$ cat config.mk
export PLATFORM = sky130hd
export DESIGN_NAME = clk_rst_sequencer
export DESIGN_NICKNAME = d
export VERILOG_FILES = /design/src/rtl/clkrst_pkg.sv /design/src/rtl/clk_en_div.sv /design/src/rtl/clk_rst_sequencer.sv
export SDC_FILE = /design/constraint.sdc
export NUM_CORES = 1
export LEC_CHECK = 0
export BUFFER_PORTS_ARGS = -buffer_cell sky130_fd_sc_hd__buf_2
export CELL_PAD_IN_SITES_DETAIL_PLACEMENT = 1
export CELL_PAD_IN_SITES_GLOBAL_PLACEMENT = 1
export CORE_UTILIZATION = 30
export DETAILED_ROUTE_END_ITERATION = 7
export PLACE_DENSITY_LB_ADDON = 0.1
export SYNTH_ARGS = -nofsm -noshare
export SYNTH_HDL_FRONTEND = slang
export SYNTH_HIERARCHICAL = 1
export SYNTH_SLANG_ARGS = --single-unit
$ cat constraint.sdc
create_clock -name CLK -period 1.93 [get_ports CLK]
set_input_delay 0.386 -clock CLK [delete_from_list [all_inputs] [get_ports CLK]]
set_output_delay 0.386 -clock CLK [all_outputs]
set_load 0.1 [all_outputs]
$ cat src/rtl/clkrst_pkg.sv
// clkrst_pkg: shared types and elaboration helpers for the clock/reset sequencer
package clkrst_pkg;
    typedef enum logic [2:0] {S_RST, S_WAIT_LOCK, S_STRETCH, S_RELEASE, S_RUN} state_t;
    function automatic int cnt_w(int a, int b);
        int m;
        m = a > b ? a : b;
        return m > 1 ? $clog2(m) : 1;
    endfunction
    function automatic int div_of(logic [63:0] list, int i, int w);
        logic [63:0] v;
        v = (list >> (i * w)) & ((64'd1 << w) - 64'd1);
        return int'(v[31:0]);
    endfunction
endpackage

$ cat src/rtl/clk_en_div.sv
// clk_en_div: per-channel divider producing a one-cycle clock-enable while released
module clk_en_div #(
    parameter int DIV_W = 8,
    parameter int DIV = 1
) (
    input  logic CLK,
    input  logic RESET,
    input  logic run,
    output logic clk_en
);
    localparam logic [DIV_W-1:0] LAST = DIV_W'(DIV > 1 ? DIV - 1 : 0);
    logic [DIV_W-1:0] c;
    logic run_q;
    // run is the next-cycle resetn; run_q mirrors the registered resetn so counting starts after release
    always_ff @(posedge CLK) begin
        if (RESET) begin
            c      <= '0;
            run_q  <= 1'b0;
            clk_en <= 1'b0;
        end else begin
            run_q  <= run;
            c      <= (run && run_q && c != LAST) ? c + DIV_W'(1) : '0;
            clk_en <= (DIV <= 1) ? run : (run && run_q && c == LAST);
        end
    end
endmodule

$ cat src/rtl/clk_rst_sequencer.sv
// clk_rst_sequencer: staggered reset release after PLL lock with per-channel clock enables
module clk_rst_sequencer
    import clkrst_pkg::*;
#(
    parameter int NCH = 2,
    parameter int STRETCH = 16,
    parameter int STAGGER = 4,
    parameter int DIV_W = 8,
    parameter logic [NCH*DIV_W-1:0] DIV_LIST = {8'd4, 8'd1}
) (
    input  logic           CLK,
    input  logic           RESET,
    input  logic           pll_locked,
    output logic [NCH-1:0] resetn,
    output logic [NCH-1:0] clk_en,
    output logic           ready
);
    localparam int CW = cnt_w(STRETCH, STAGGER);
    localparam int KW = NCH > 1 ? $clog2(NCH) : 1;
    localparam logic [CW-1:0] S_LAST = CW'(STRETCH - 1);
    localparam logic [CW-1:0] G_LAST = CW'(STAGGER - 1);
    localparam logic [KW-1:0] K_LAST = KW'(NCH - 1);
    state_t state, state_d;
    logic [CW-1:0] cnt, cnt_d;
    logic [KW-1:0] k, k_d;
    logic [NCH-1:0] rn_d;
    logic ready_d;
    // sequencer state register
    always_ff @(posedge CLK) begin
        if (RESET) begin
            state  <= S_RST;
            cnt    <= '0;
            k      <= '0;
            resetn <= '0;
            ready  <= 1'b0;
        end else begin
            state  <= state_d;
            cnt    <= cnt_d;
            k      <= k_d;
            resetn <= rn_d;
            ready  <= ready_d;
        end
    end
    // next state: stretch, then release channels in order; lock loss restarts from WAIT_LOCK
    always_comb begin
        state_d = state;
        cnt_d   = cnt;
        k_d     = k;
        rn_d    = resetn;
        ready_d = ready;
        case (state)
            S_RST: state_d = S_WAIT_LOCK;
            S_WAIT_LOCK: begin
                state_d = pll_locked ? S_STRETCH : S_WAIT_LOCK;
                cnt_d   = '0;
            end
            S_STRETCH: begin
                if (cnt == S_LAST) begin
                    rn_d[0] = 1'b1;
                    cnt_d   = '0;
                    k_d     = KW'(1);
                    state_d = (NCH == 1) ? S_RUN : S_RELEASE;
                    ready_d = (NCH == 1);
                end else begin
                    cnt_d = cnt + CW'(1);
                end
            end
            S_RELEASE: begin
                if (cnt == G_LAST) begin
                    rn_d[k] = 1'b1;
                    cnt_d   = '0;
                    k_d     = (k == K_LAST) ? k : k + KW'(1);
                    state_d = (k == K_LAST) ? S_RUN : S_RELEASE;
                    ready_d = (k == K_LAST);
                end else begin
                    cnt_d = cnt + CW'(1);
                end
            end
            S_RUN: state_d = S_RUN;
            default: state_d = S_RST;
        endcase
        if (!pll_locked && (state == S_STRETCH || state == S_RELEASE || state == S_RUN)) begin
            state_d = S_WAIT_LOCK;
            cnt_d   = '0;
            k_d     = '0;
            rn_d    = '0;
            ready_d = 1'b0;
        end
    end
    for (genvar i = 0; i < NCH; i++) begin : g_div
        clk_en_div #(
            .DIV_W(DIV_W),
            .DIV  (div_of(64'(DIV_LIST), i, DIV_W))
        ) u_div (
            .CLK   (CLK),
            .RESET (RESET),
            .run   (rn_d[i]),
            .clk_en(clk_en[i])
        );
    end
endmodule

# After elaboration in Yosys (flattened, before gate mapping)

Index checks and enable logic that the tools add are counted.

Magnitude comparators: 2
Reductions and logical operators: 16
Bitwise operators: 2
Equal/unequal tests: 12
Mux-type cells: 23
$add $sub $neg: 3

Operator list:

| operator            | number |
|---|---|
| $pmux 3 s5          | 1 |
| $pmux 4 s3          | 1 |
| $mux 1              | 9 |
| $mux 3              | 3 |
| $add 8x1->8 const B | 1 |
| $eq 8x2->1 const B  | 1 |
| $mux 4              | 2 |
| $ne 8x2->1 const B  | 1 |
| $eq 3x2->1 const B  | 2 |
| $mux 2              | 3 |
| $ne 3x2->1 const B  | 2 |
| $pmux 1 s2          | 3 |
| $logic_and 1x1->1   | 5 |
| $add 4x1->4 const B | 1 |
| $eq 4x2->1 const B  | 1 |
| $eq 4x4->1 const B  | 1 |
| $ne 2x2->1 const B  | 2 |
| $reduce_and 2->1    | 2 |
| $reduce_or 2->1     | 2 |
| $eq 3x1->1 const B  | 1 |
| $eq 3x3->1 const B  | 1 |
| $logic_not 3->1     | 1 |
| $reduce_and 3->1    | 1 |
| $reduce_bool 3->1   | 1 |
| 9 further kinds     | 10 |

Bits of input ports: 3
Output and inout port bits: 5
Logic and storage cells: 68
Register bits after elaboration: 22

# Logic depth before layout (Yosys ltp)

Gate-level depths: netlist of the first run.

Depth after elaboration: 12
Gate-level depth with buffers: 8
Mapped depth without buffers: 8

# Modules after synthesis

The synthesis of the first run kept the hierarchy.

Modules (own cells, without submodules):

| module                      | seq. area each (um^2) | times used | area each (um^2) | cells each |
|---|---|---|---|---|
| clk_rst_sequencer           | 220.2                 | 1          | 680.7            | 71 |
| clk_en_div (g_div[1].u_div) | 200.2                 | 1          | 391.6            | 42 |
| clk_en_div (g_div[0].u_div) | 20.0                  | 1          | 33.8             | 2 |

# Worst setup path after synthesis of the first run

OpenSTA, ideal clock, no wires.

Path type: register to register
Start: register cnt[0]
End: register g_div[1].u_div.c[5]
Library setup time: 70 ps
Cell stages (with the launch flop): 9
Clock period less this slack: 1803 ps
Slack: 127 ps
Path buffers: 0
Required time: 1860 ps
Arrival time: 1733 ps
Cells stage by stage: dfxtp_1 ha_1 nand2b_4 nor4_4 nor2_1 nor2_1 nand3b_1 a21o_2 a21oi_1

Longest elaborated chain between the ends: 8

Ends and longest elaborated chain:

| what                             | RTL line                | source |
|---|---|---|
| start: declaration               | clk_rst_sequencer.sv:24 | `logic [CW-1:0] cnt, cnt_d;` |
| start signal: assignment         | clk_rst_sequencer.sv:38 | `cnt <= cnt_d;` |
| $eq 4x2->1                       | clk_rst_sequencer.sv:69 | `if (cnt == G_LAST) begin` |
| $mux 2                           | clk_rst_sequencer.sv:69 |  |
| $mux 1                           | clk_rst_sequencer.sv:51 | `case (state)` |
| $mux 2                           | clk_rst_sequencer.sv:82 | `if (!pll_locked && (state == S_STRETCH \|\| state == S_RELEASE \|\| state == S_RUN)) begin` |
| net rn_d[1]                      | clk_rst_sequencer.sv:26 | `logic [NCH-1:0] rn_d;` |
| $logic_and 1x1->1 (2 in a row)   | clk_en_div.sv:22        | `c <= (run && run_q && c != LAST) ? c + DIV_W'(1) : '0;` |
| $not 1->1 (no source line)       | -                       |  |
| $reduce_or 2->1 (no source line) | -                       |  |
| end signal: assignment           | clk_en_div.sv:22        |  |
| end: declaration                 | clk_en_div.sv:12        | `logic [DIV_W-1:0] c;` |

The timed path passes the listed nets, and every way through them passes these cells.
A chain may end at the register's enable or synchronous reset.

# Worst setup path in the final report of the first run

Start: register cnt[1]
End: register g_div[1].u_div.c[5]

Same word-level chain as after synthesis.

==> results of run 1 <==
==> power by group through the flow <==
stage               clock network [mW]  logic [mW]  registers (mW)
CTS                              0.340       0.137           0.484
floorplan                            0       0.109           0.484
finish                           0.329       0.137           0.486
global placement                     0       0.136           0.495
detailed placement                   0       0.136           0.495
global route                     0.367       0.153           0.490
==> final cells by class <==
cell class | count | area (µm²) | area share
Multi-Input combinational cell | 88 | 632 | 0.497
Sequential cell | 22 | 443 | 0.348
Timing Repair Buffer | 13 | 80.1 | 0.0630
Tap cell | 46 | 57.6 | 0.0453
Clock buffer | 4 | 55.1 | 0.0433
Inverter | 1 | 3.75 | 0.00295
==> critical path, delay by kind of cell (launching register included) <==
family	cells	cell delay [ns]
adder cells (fa/ha/maj)	1	0.22
AO/OA/AOI/OAI	2	0.40
flip-flops	1	0.37
AND/OR/NAND/NOR	5	0.64
==> repair_timing <==
item                                    4_1_cts  5_1_grt
hold buffers                                  0        0
endpoints found under the setup margin        0        7
resized for setup                             0        3
buffers inserted                              0        0
hold endpoints to repair                      0        0
==> state kept, by name, summed over array words and instances, names as in the netlist <==
register            flops
cnt                     4
g_div.u_div/c           8
g_div.u_div/clk_en      2
g_div.u_div/run_q       1
k                       1
ready                   1
resetn                  2
state                   3
==> logic make-up after synthesis <==
logic type | count (synthesis) | share of synthesized area
mux | 1 | 0.0102
flops | 22 | 0.398
fa+ha+maj | 2 | 0.0226
xor+xnor | 3 | 0.0238
buf+inv | 5 | 0.0328
simple gates | 55 | 0.319
compound gates | 27 | 0.193
==> through the flow <==
step / utilization / hold slack (ns) / area (µm²) / worst slack (ns)
3_5_place_dp: 0.352 / 0.464 / 1210 / 0.158
3_3_place_gp: 0.352 / 0.435 / 1210 / 0.152
5_1_grt: 0.369 / 0.387 / 1270 / 0.0242
6_report: 0.369 / 0.391 / 1270 / 0.229
2_1_floorplan: - / 0.429 / 1110 / 0.127
4_1_cts: 0.368 / 0.383 / 1270 / 0.143
==> cells in the final DEF, fill, tap and decap left out, drive strengths merged, types with 2 or more instances in the layout <==
cell     n
dfxtp   22
a211oi   3
nor3     5
clkbuf   4
a21oi    9
nand4    2
o21a     2
ha       2
nor2b    3
a21o     2
nand3    6
xor2     2
and2b    2
nand2    7
o21ai    4
or3      3
buf     13
nor2    17
==> path summary, 6_finish.rpt <==
check                                         start                    end  slack (ns)  cells past startpoint
worst min-delay path                          RESET  g_div[0].u_div/clk_en        0.39                      2
worst max register to register               cnt[1]    g_div[1].u_div/c[5]        0.23                      8
worst min register to register  g_div[1].u_div/c[0]    g_div[1].u_div/c[0]        0.48                      1
worst max-delay path                         cnt[1]    g_div[1].u_div/c[5]        0.23                      8
==> per-layer routing <==
metal  vias up  global-route usage  share of wire
met3         2              0.0182          0.028
met5         -                   0              0
met1       406               0.208           0.57
li1        440                   -              -
met2         9               0.190           0.39
met4         0              0.0436         0.0084
==> reports/metrics.yaml, run 1 <==
routing:
  dr.pass1.iters: 4
  ant_nets: 0
  totalWireLength_um: 2390
  vias: 857
  post_drt_wl_per_cell_um: 13.7
  drc: 0
  drt_iter0_drc: 19
  vias_per_cell: 4.93
synthesis:
  ys_types: 48
  synthArstFlopShare: 0
  syn_inst: 115
  netlist.area_leader.share: 0.398
  ys_ff_latch: 22
  synth_fp_nets: 120
  ys_warn_count: 6
  avgSynthCellArea_um2: 9.62
  seq_area_frac_synth: 0.398
  yosys.area.top_type: "dfxtp_1"
  yosysMostFrequentCell: "dfxtp_1"
  synth-main-ff-cell: "dfxtp_1"
  synth-edff-count: 0
  synth_common_cells: "dfxtp_1, nor2_1, nand2_1, a21oi_1, nand3_1"
  synth_area_leaders: "dfxtp_1, nor2_1, a21oi_2"
  netlist_area_mm2: 0.00111
grt:
  grt_overflow_total: 0
  grt_usage: 0.135
  antenna_found_initial: 0
  grt_start_max_net_pins: 13
  grt_pass1_vias: 860
  grt_pass1_wl_um: 4240
clocking:
  clk_pin_slew_ns: 0.08
  clock_path_buffers: 2
  root_buffer: "clkbuf_8"
  numCtsBuffers: 3
  htreeDepth: 1
  insertion_delay_ns: 0.26
  cts_sinks: 22
  cts_tree: "yes"
worst_setup_path:
  crit_arrival_ns: 1.89
  cp_common_cell: "nor2_1"
  critical_path_peak_fanout: 7
  max_stage_delay_ns: 0.37
  cp-start-kind: "flip-flop"
  crit_path_top_delay_cell: "dfxtp_1"
  crit_required_ns: 2.12
  worstSetupPathType: "flip-flop to flip-flop"
  cp_cell_sequence: "ha_2, nand2b_4, nor4_4, nor2_1, nor2_1, nand3b_1, a21o_2, a21oi_1"
  worstSetupEndpointType: "flip-flop"
die:
  fp.dieW_um: 62.7
  core_mm2: 0.00344
  io_pins: 8
  die-area_mm2: 0.00393
  die-height_um: 62.7
  rows: 21
  start_util: 0.321
placed_design:
  portBuffers: 7
  hpwl_um: 1800
  gp_congestion: 0.722
  dpl.cell_count: 170
layout:
  drive_gt1_frac: 0.313
  n_antenna_cell: 0
  stdcell_count: 174
  final_net_count: 134
  area_growth_pct: 14.9
  fill_cells: 412
timing:
  slew_headroom: 0.675
  rsz0062_at_grt: "false"
  setup_viol: 0
  fmax_ghz: 0.588
  final_hold_viol_count: 0
  tightest_slew_ns: 0.491
  period_minus_slack_ns: 1.70
  slew_violations: 0
  skew_ns: 0.00291
  tns_ns: 0
  finalCritPeriodShare: 0.882
power_and_ir_drop:
  p_sw_uw: 244
  p_comb_frac: 0.144
  power_leakage_nw: 0.442
  swShare: 0.256
  p_seq_frac: 0.511
  p_total_uw: 952
  peakVddDrop_mv: 0.269
  powerDensity_mw_per_mm2: 749
  clkPwrFrac: 0.345
  p_int_uw: 709
job:
  cap_violations: 0
run_status:
  status: "completed"
hold_path:
  hold_path_class: "input port to flip-flop"
Power figures use the tool's default switching activity.
==> run 2, diff against run 1 <==
--- a/config.mk
+++ b/config.mk
@@ -5,6 +5,7 @@
 export SDC_FILE = /design/constraint.sdc
 export NUM_CORES = 1
 export LEC_CHECK = 0
+export ABC_AREA = 1
 export BUFFER_PORTS_ARGS = -buffer_cell sky130_fd_sc_hd__buf_2
 export CELL_PAD_IN_SITES_DETAIL_PLACEMENT = 1
 export CELL_PAD_IN_SITES_GLOBAL_PLACEMENT = 1
==> constraint.sdc (replaced) <==
create_clock -name CLK -period 1.4 [get_ports CLK]
set_input_delay 0.28 -clock CLK [delete_from_list [all_inputs] [get_ports CLK]]
set_output_delay 0.28 -clock CLK [all_outputs]
set_load 0.1 [all_outputs]
==> run 2 against run 1 <==
- the flow now finishes with violations (negative setup slack)
- global-route usage rose by 1.6 points
- power rose by 110%
- non-clock buffer count rose by 11
- critical path type unchanged
- critical endpoint is now g_div[1].u_div/c[3]
==> reports/metrics.yaml, run 2 <==
synthesis:
  ys_ff_latch: 22
  synth-edff-count: 0
  synth_area_leaders: "dfxtp_1, nand2_1, nor2_1"
  yosys.area.top_type: "dfxtp_1"
  synth_common_cells: "nand2_1, nor2_1, dfxtp_1, inv_1, nand3_1"
  synth_fp_nets: 168
  avgSynthCellArea_um2: 6.89
  netlist_area_mm2: 0.00112
  ys_types: 21
  seq_area_frac_synth: 0.392
  synthArstFlopShare: 0
  yosysMostFrequentCell: "nand2_1"
  syn_inst: 163
  netlist.area_leader.share: 0.392
  synth-main-ff-cell: "dfxtp_1"
  ys_warn_count: 6
worst_setup_path:
  cp-start-kind: "flip-flop"
  crit_required_ns: 1.60
  crit_path_top_delay_cell: "dfxtp_2"
  crit_arrival_ns: 1.63
  cp_cell_sequence: "nand2_1, nor2_2, nand2_2, inv_2, a31oi_4, nor2_1, inv_1, nor2_2, nand2_2, inv_2, nand2_4, a21oi_2"
  reg2reg_slack_ns: -0.03
  critical_path_peak_fanout: 7
  worstSetupEndpointType: "flip-flop"
  cpLargestDelayFamily: "simple AND/OR/NAND/NOR gates"
  max_stage_delay_ns: 0.34
  crit_buf_inv: 3
  worstSetupPathType: "flip-flop to flip-flop"
clocking:
  htreeDepth: 1
  clock_path_buffers: 2
  clk_pin_slew_ns: 0.08
  hold_buffers: 0
  cts_tree: "yes"
  insertion_delay_ns: 0.26
  root_buffer: "clkbuf_8"
  numCtsBuffers: 3
  cts_sinks: 22
grt:
  grt_start_max_net_pins: 13
  grt_pass1_wl_um: 4710
  antenna_found_initial: 0
  grt_usage: 0.151
  grt_overflow_total: 0
  grt_pass1_vias: 1071
die:
  core_mm2: 0.00347
  rows: 21
  io_pins: 8
  die-height_um: 63.2
  fp.dieW_um: 63.2
  die-area_mm2: 0.00399
  start_util: 0.324
layout:
  final_common_cell: "nand2_1"
  fill_cells: 466
  layout_common_cells: "nand2_1, nor2_1, inv_1"
  largest_register_ffs: 8
  area_growth_pct: 29.7
  n_antenna_cell: 0
  final_core_util: 0.420
  drive_gt1_frac: 0.372
  design_area_mm2: 0.00146
  biggestRegsByFlops: "g_div.u_div/c x8, cnt x4, state x3"
  top_register: "g_div.u_div/c"
  final_net_count: 197
routing:
  vias: 1031
  post_drt_wl_per_cell_um: 11.3
  vias_per_cell: 4.35
  drt_iter0_drc: 41
  drc: 0
  ant_nets: 0
  dr.pass1.iters: 4
  totalWireLength_um: 2670
placed_design:
  hpwl_um: 2110
  portBuffers: 7
  gp_congestion: 0.810
  placedInstanceArea_mm2: 0.00132
timing:
  layout_setup_ws_ns: -0.0286
  finalCritPeriodShare: 1.02
  setup_viol: 5
  final_hold_viol_count: 0
  rsz0062_at_grt: "true"
  period_minus_slack_ns: 1.43
  slew_violations: 0
  tightest_slew_ns: 0.485
  slew_headroom: 0.679
  fmax_ghz: 0.700
  skew_ns: 0.00117
hold_path:
  hold_path_class: "input port to flip-flop"
power_and_ir_drop:
  power_leakage_nw: 0.671
  p_seq_frac: 0.375
  peakVddDrop_mv: 0.819
  swShare: 0.375
  clkPwrFrac: 0.221
  powerDensity_mw_per_mm2: 1390
  p_int_mw: 1.26
  p_sw_uw: 760
  p_comb_frac: 0.404
run_status:
  status: "finished with violations"
  violations: "negative setup slack"
job:
  cap_violations: 0
run 2: cell types whose count changed in the layout (fill, tap and decap cells not counted), sizes merged, moves of 3 or more:
cell	previous run	this run
a211oi	3	0
a21oi	9	5
buf	13	24
inv	1	27
nand2	7	45
nand3	6	11
nor2	17	39
nor2b	3	0
nor3	5	1
or3	3	0
run 2: what timing repair did:
item	in CTS	in global routing
endpoints found under the setup margin	8	13
cloned	0	0
pin swaps	1	1
gates resized for setup	9	8
buffers inserted	2	1
run 2: path summary, 6_finish.rpt:
check | startpoint | endpoint | cells past startpoint
setup / recovery | state[1] | g_div[1].u_div/c[3] | 12
hold / removal | RESET | g_div[0].u_div/clk_en | 2
setup reg to reg | state[1] | g_div[1].u_div/c[3] | 12
hold reg to reg | g_div[1].u_div/c[0] | g_div[1].u_div/c[0] | 1
run 2: cell type report:
class                   count  area (µm²)  area share
multi-input cells         114         631       0.433
flip-flops and latches     22         448       0.308
repair buffers             24         163       0.112
inverters                  27         101      0.0696
well taps                  46        57.6      0.0396
clock buffers               4        55.1      0.0378
run 2: kinds of logic (layout without fill, tap and decap cells):
logic type,count (synthesis),count (layout),synth area share
simple gates,97,97,0.399
buf+inv,27,55,0.0903
flops,22,22,0.392
compound gates,13,13,0.0803
fa+ha+maj,2,2,0.0223
xor+xnor,2,2,0.0156
run 2: power by group through the flow:
stage / combinational (mW) / clock, mW / sequential (mW)
after detailed placement: 0.774 / 0 / 0.753
after global placement: 0.775 / 0 / 0.748
final: 0.818 / 0.448 / 0.759
after global routing: 0.928 / 0.500 / 0.764
after floorplan: 0.429 / 0 / 0.823
after CTS: 0.788 / 0.472 / 0.747
run 2: metal layers:
metal  wire, µm  track usage  vias up
met2       1190        0.243       11
met3         83       0.0435        2
met5          0            0        -
li1           -            -      548
met1       1370        0.196      470
met4         17       0.0349        0
run 2: metrics by stage:
stage | hold slack [ns] | power (mW) | instances | setup slack, ns | TNS, ns
6_report | 0.301 | 2.02 | 237 | -0.0286 | -0.0733
5_1_grt | 0.299 | 2.19 | 237 | -0.141 | -1.16
4_1_cts | 0.289 | 2.01 | 236 | -0.00806 | -0.00845
3_5_place_dp | 0.458 | 1.53 | 230 | -0.0670 | -0.377
3_3_place_gp | 0.449 | 1.52 | 230 | 0.00584 | 0
2_1_floorplan | 0.347 | 1.25 | 163 | 0.0230 | 0
==> run 3, diff against run 2 <==
--- a/config.mk
+++ b/config.mk
@@ -11,6 +11,8 @@
 export CELL_PAD_IN_SITES_GLOBAL_PLACEMENT = 1
 export CORE_UTILIZATION = 30
 export DETAILED_ROUTE_END_ITERATION = 7
+export GPL_TIMING_DRIVEN = 0
+export HOLD_SLACK_MARGIN = 0.02
 export PLACE_DENSITY_LB_ADDON = 0.1
 export SYNTH_ARGS = -nofsm -noshare
 export SYNTH_HDL_FRONTEND = slang
==> run 3 against run 2 <==
- the run still ends with negative setup slack left
- non-clock buffer count is 3 lower
- power grew 17%
- global-route usage hardly changed
- critical path depth did not move
- fmax grew 0.71%
- register-to-register slack barely moved
- clock skew is essentially flat
- via count is 1.1% higher
- combinational power up 16%
- clock-buffer cell count decreased by 1
- first-iteration DRC count decreased by 24%
- hold slack better by 0.0039 ns
- largest power group unchanged
==> reports/metrics.yaml, run 3 (synthesized netlist as in run 2, its figures left out) <==
layout:
  drive_gt1_frac: 0.399
  final_net_count: 194
  fill_cells: 451
  n_antenna_cell: 0
  top_register: "g_div.u_div/c"
  layout_common_cells: "nand2_1, nor2_1, inv_1"
  area_growth_pct: 34.7
  largest_register_ffs: 8
  biggestRegsByFlops: "g_div.u_div/c x8, cnt x4, state x3"
  final_common_cell: "nand2_1"
  stdcell_count: 234
die:
  rows: 21
  die-height_um: 63.2
  die-area_mm2: 0.00399
  start_util: 0.324
  io_pins: 8
  core_mm2: 0.00347
  fp.dieW_um: 63.2
timing:
  slew_violations: 0
  setup_viol: 5
  final_hold_viol_count: 0
  fmax_ghz: 0.705
  slew_headroom: 0.678
  rsz0062_at_grt: "true"
  finalCritPeriodShare: 1.01
  layout_setup_ws_ns: -0.0184
  tightest_slew_ns: 0.486
  skew_ns: 0.00115
  period_minus_slack_ns: 1.42
power_and_ir_drop:
  power_leakage_nw: 0.677
  p_int_mw: 1.47
  clkPwrFrac: 0.258
  powerDensity_mw_per_mm2: 1560
  swShare: 0.375
  p_seq_frac: 0.341
  peakVddDrop_mv: 0.606
  p_comb_frac: 0.401
  p_sw_uw: 886
clocking:
  cts_tree: "yes"
  numCtsBuffers: 3
  root_buffer: "clkbuf_8"
  cts_sinks: 22
  htreeDepth: 1
  hold_buffers: 0
  clock_path_buffers: 2
  insertion_delay_ns: 0.27
  clk_pin_slew_ns: 0.08
worst_setup_path:
  crit_arrival_ns: 1.63
  crit_required_ns: 1.61
  reg2reg_slack_ns: -0.02
  worstSetupPathType: "flip-flop to flip-flop"
  reg2reg_depth: 12
  critical_path_peak_fanout: 7
  cp-start-kind: "flip-flop"
  worstSetupEndpointType: "flip-flop"
  startpoint: "state[1]"
  timing.rr.end: "g_div[1].u_div/c[3]"
  crit_path_end: "g_div[1].u_div/c[3]"
  r2r-start: "state[1]"
routing:
  drc: 0
  totalWireLength_um: 2820
  ant_nets: 0
  post_drt_wl_per_cell_um: 12.1
  vias_per_cell: 4.45
  dr.pass1.iters: 4
  vias: 1042
  drt_iter0_drc: 31
placed_design:
  gp_congestion: 0.767
  dp_slack_ns: -0.243
  hpwl_um: 1980
  portBuffers: 7
  dpl.cell_count: 216
grt:
  grt_usage: 0.150
  grt_pass1_wl_um: 4610
  grt_start_max_net_pins: 14
  grt_overflow_total: 0
  grt_pass1_vias: 1021
  antenna_found_initial: 0
job:
  cap_violations: 0
hold_path:
  hold_path_class: "input port to flip-flop"
run_status:
  violations: "negative setup slack"
  status: "finished with violations"
run 3: worst max-delay path, cell delays in order (launching register included):
cell and delay (ns):
dfxtp_4 0.39, nand2_4 0.05, nor2_4 0.09, nand2_2 0.07
inv_2 0.08, a31oi_4 0.10, nor2_4 0.10, inv_2 0.05
nor2_4 0.09, nand2_2 0.08, inv_2 0.07, nand2_4 0.09
a21oi_2 0.11
run 3: area by class of cell:
cell class                 count  area, µm²  area share
timing repair buffer          21        148      0.0977
clock inverter                 1       30.0      0.0199
sequential                    22        455       0.301
tap                           46       57.6      0.0381
inverter                      27        106      0.0704
multi-input combinational    114        673       0.445
clock buffer                   3       41.3      0.0273
run 3: power groups by stage:
stage	Clock [mW]	Combinational [mW]	Sequential, mW
floorplan	0	0.429	0.823
global placement	0	0.619	0.759
detailed placement	0	0.631	0.765
CTS	0.633	0.705	0.769
global route	0.664	1.04	0.815
finish	0.609	0.948	0.804
run 3: metrics by stage:
step | total power [mW] | setup TNS, ns | instance area, µm² | util | hold slack (ns)
global route | 2.52 | -0.802 | 1510 | 0.436 | 0.296
floorplan | 1.25 | 0 | 1130 | - | 0.347
global placement | 1.38 | -1.99 | 1220 | 0.351 | 0.443
CTS | 2.11 | -0.691 | 1380 | 0.398 | 0.272
detailed placement | 1.40 | -1.82 | 1220 | 0.351 | 0.462
finish | 2.36 | -0.0553 | 1510 | 0.436 | 0.305
run 3: worst min-delay path by stage:
stage	start	end	slack, ns	depth (start not counted)
2_1_floorplan	RESET	g_div[0].u_div/clk_en	0.35	1
3_3_place_gp	g_div[1].u_div/c[0]	g_div[1].u_div/c[0]	0.44	1
3_5_place_dp	g_div[1].u_div/c[0]	g_div[1].u_div/c[0]	0.46	1
4_1_cts	RESET	g_div[0].u_div/clk_en	0.27	2
5_1_grt	RESET	g_div[0].u_div/clk_en	0.30	2
6_report	RESET	g_div[0].u_div/clk_en	0.30	2
run 3: per-layer routing:
layer  vias up  share of wire  routed length [µm]  GRT usage
met5         -              0                   0          0
met2        12           0.45                1260      0.234
li1        546              -                   -          -
met1       477           0.50                1420      0.199
met3         7          0.019                  54     0.0272
met4         0          0.030                  86     0.0698
run 3: what timing repair did:
action	in CTS	in global routing
gates resized for setup	17	20
pin swaps	8	11
setup endpoints to repair	10	10
buffers inserted	5	9
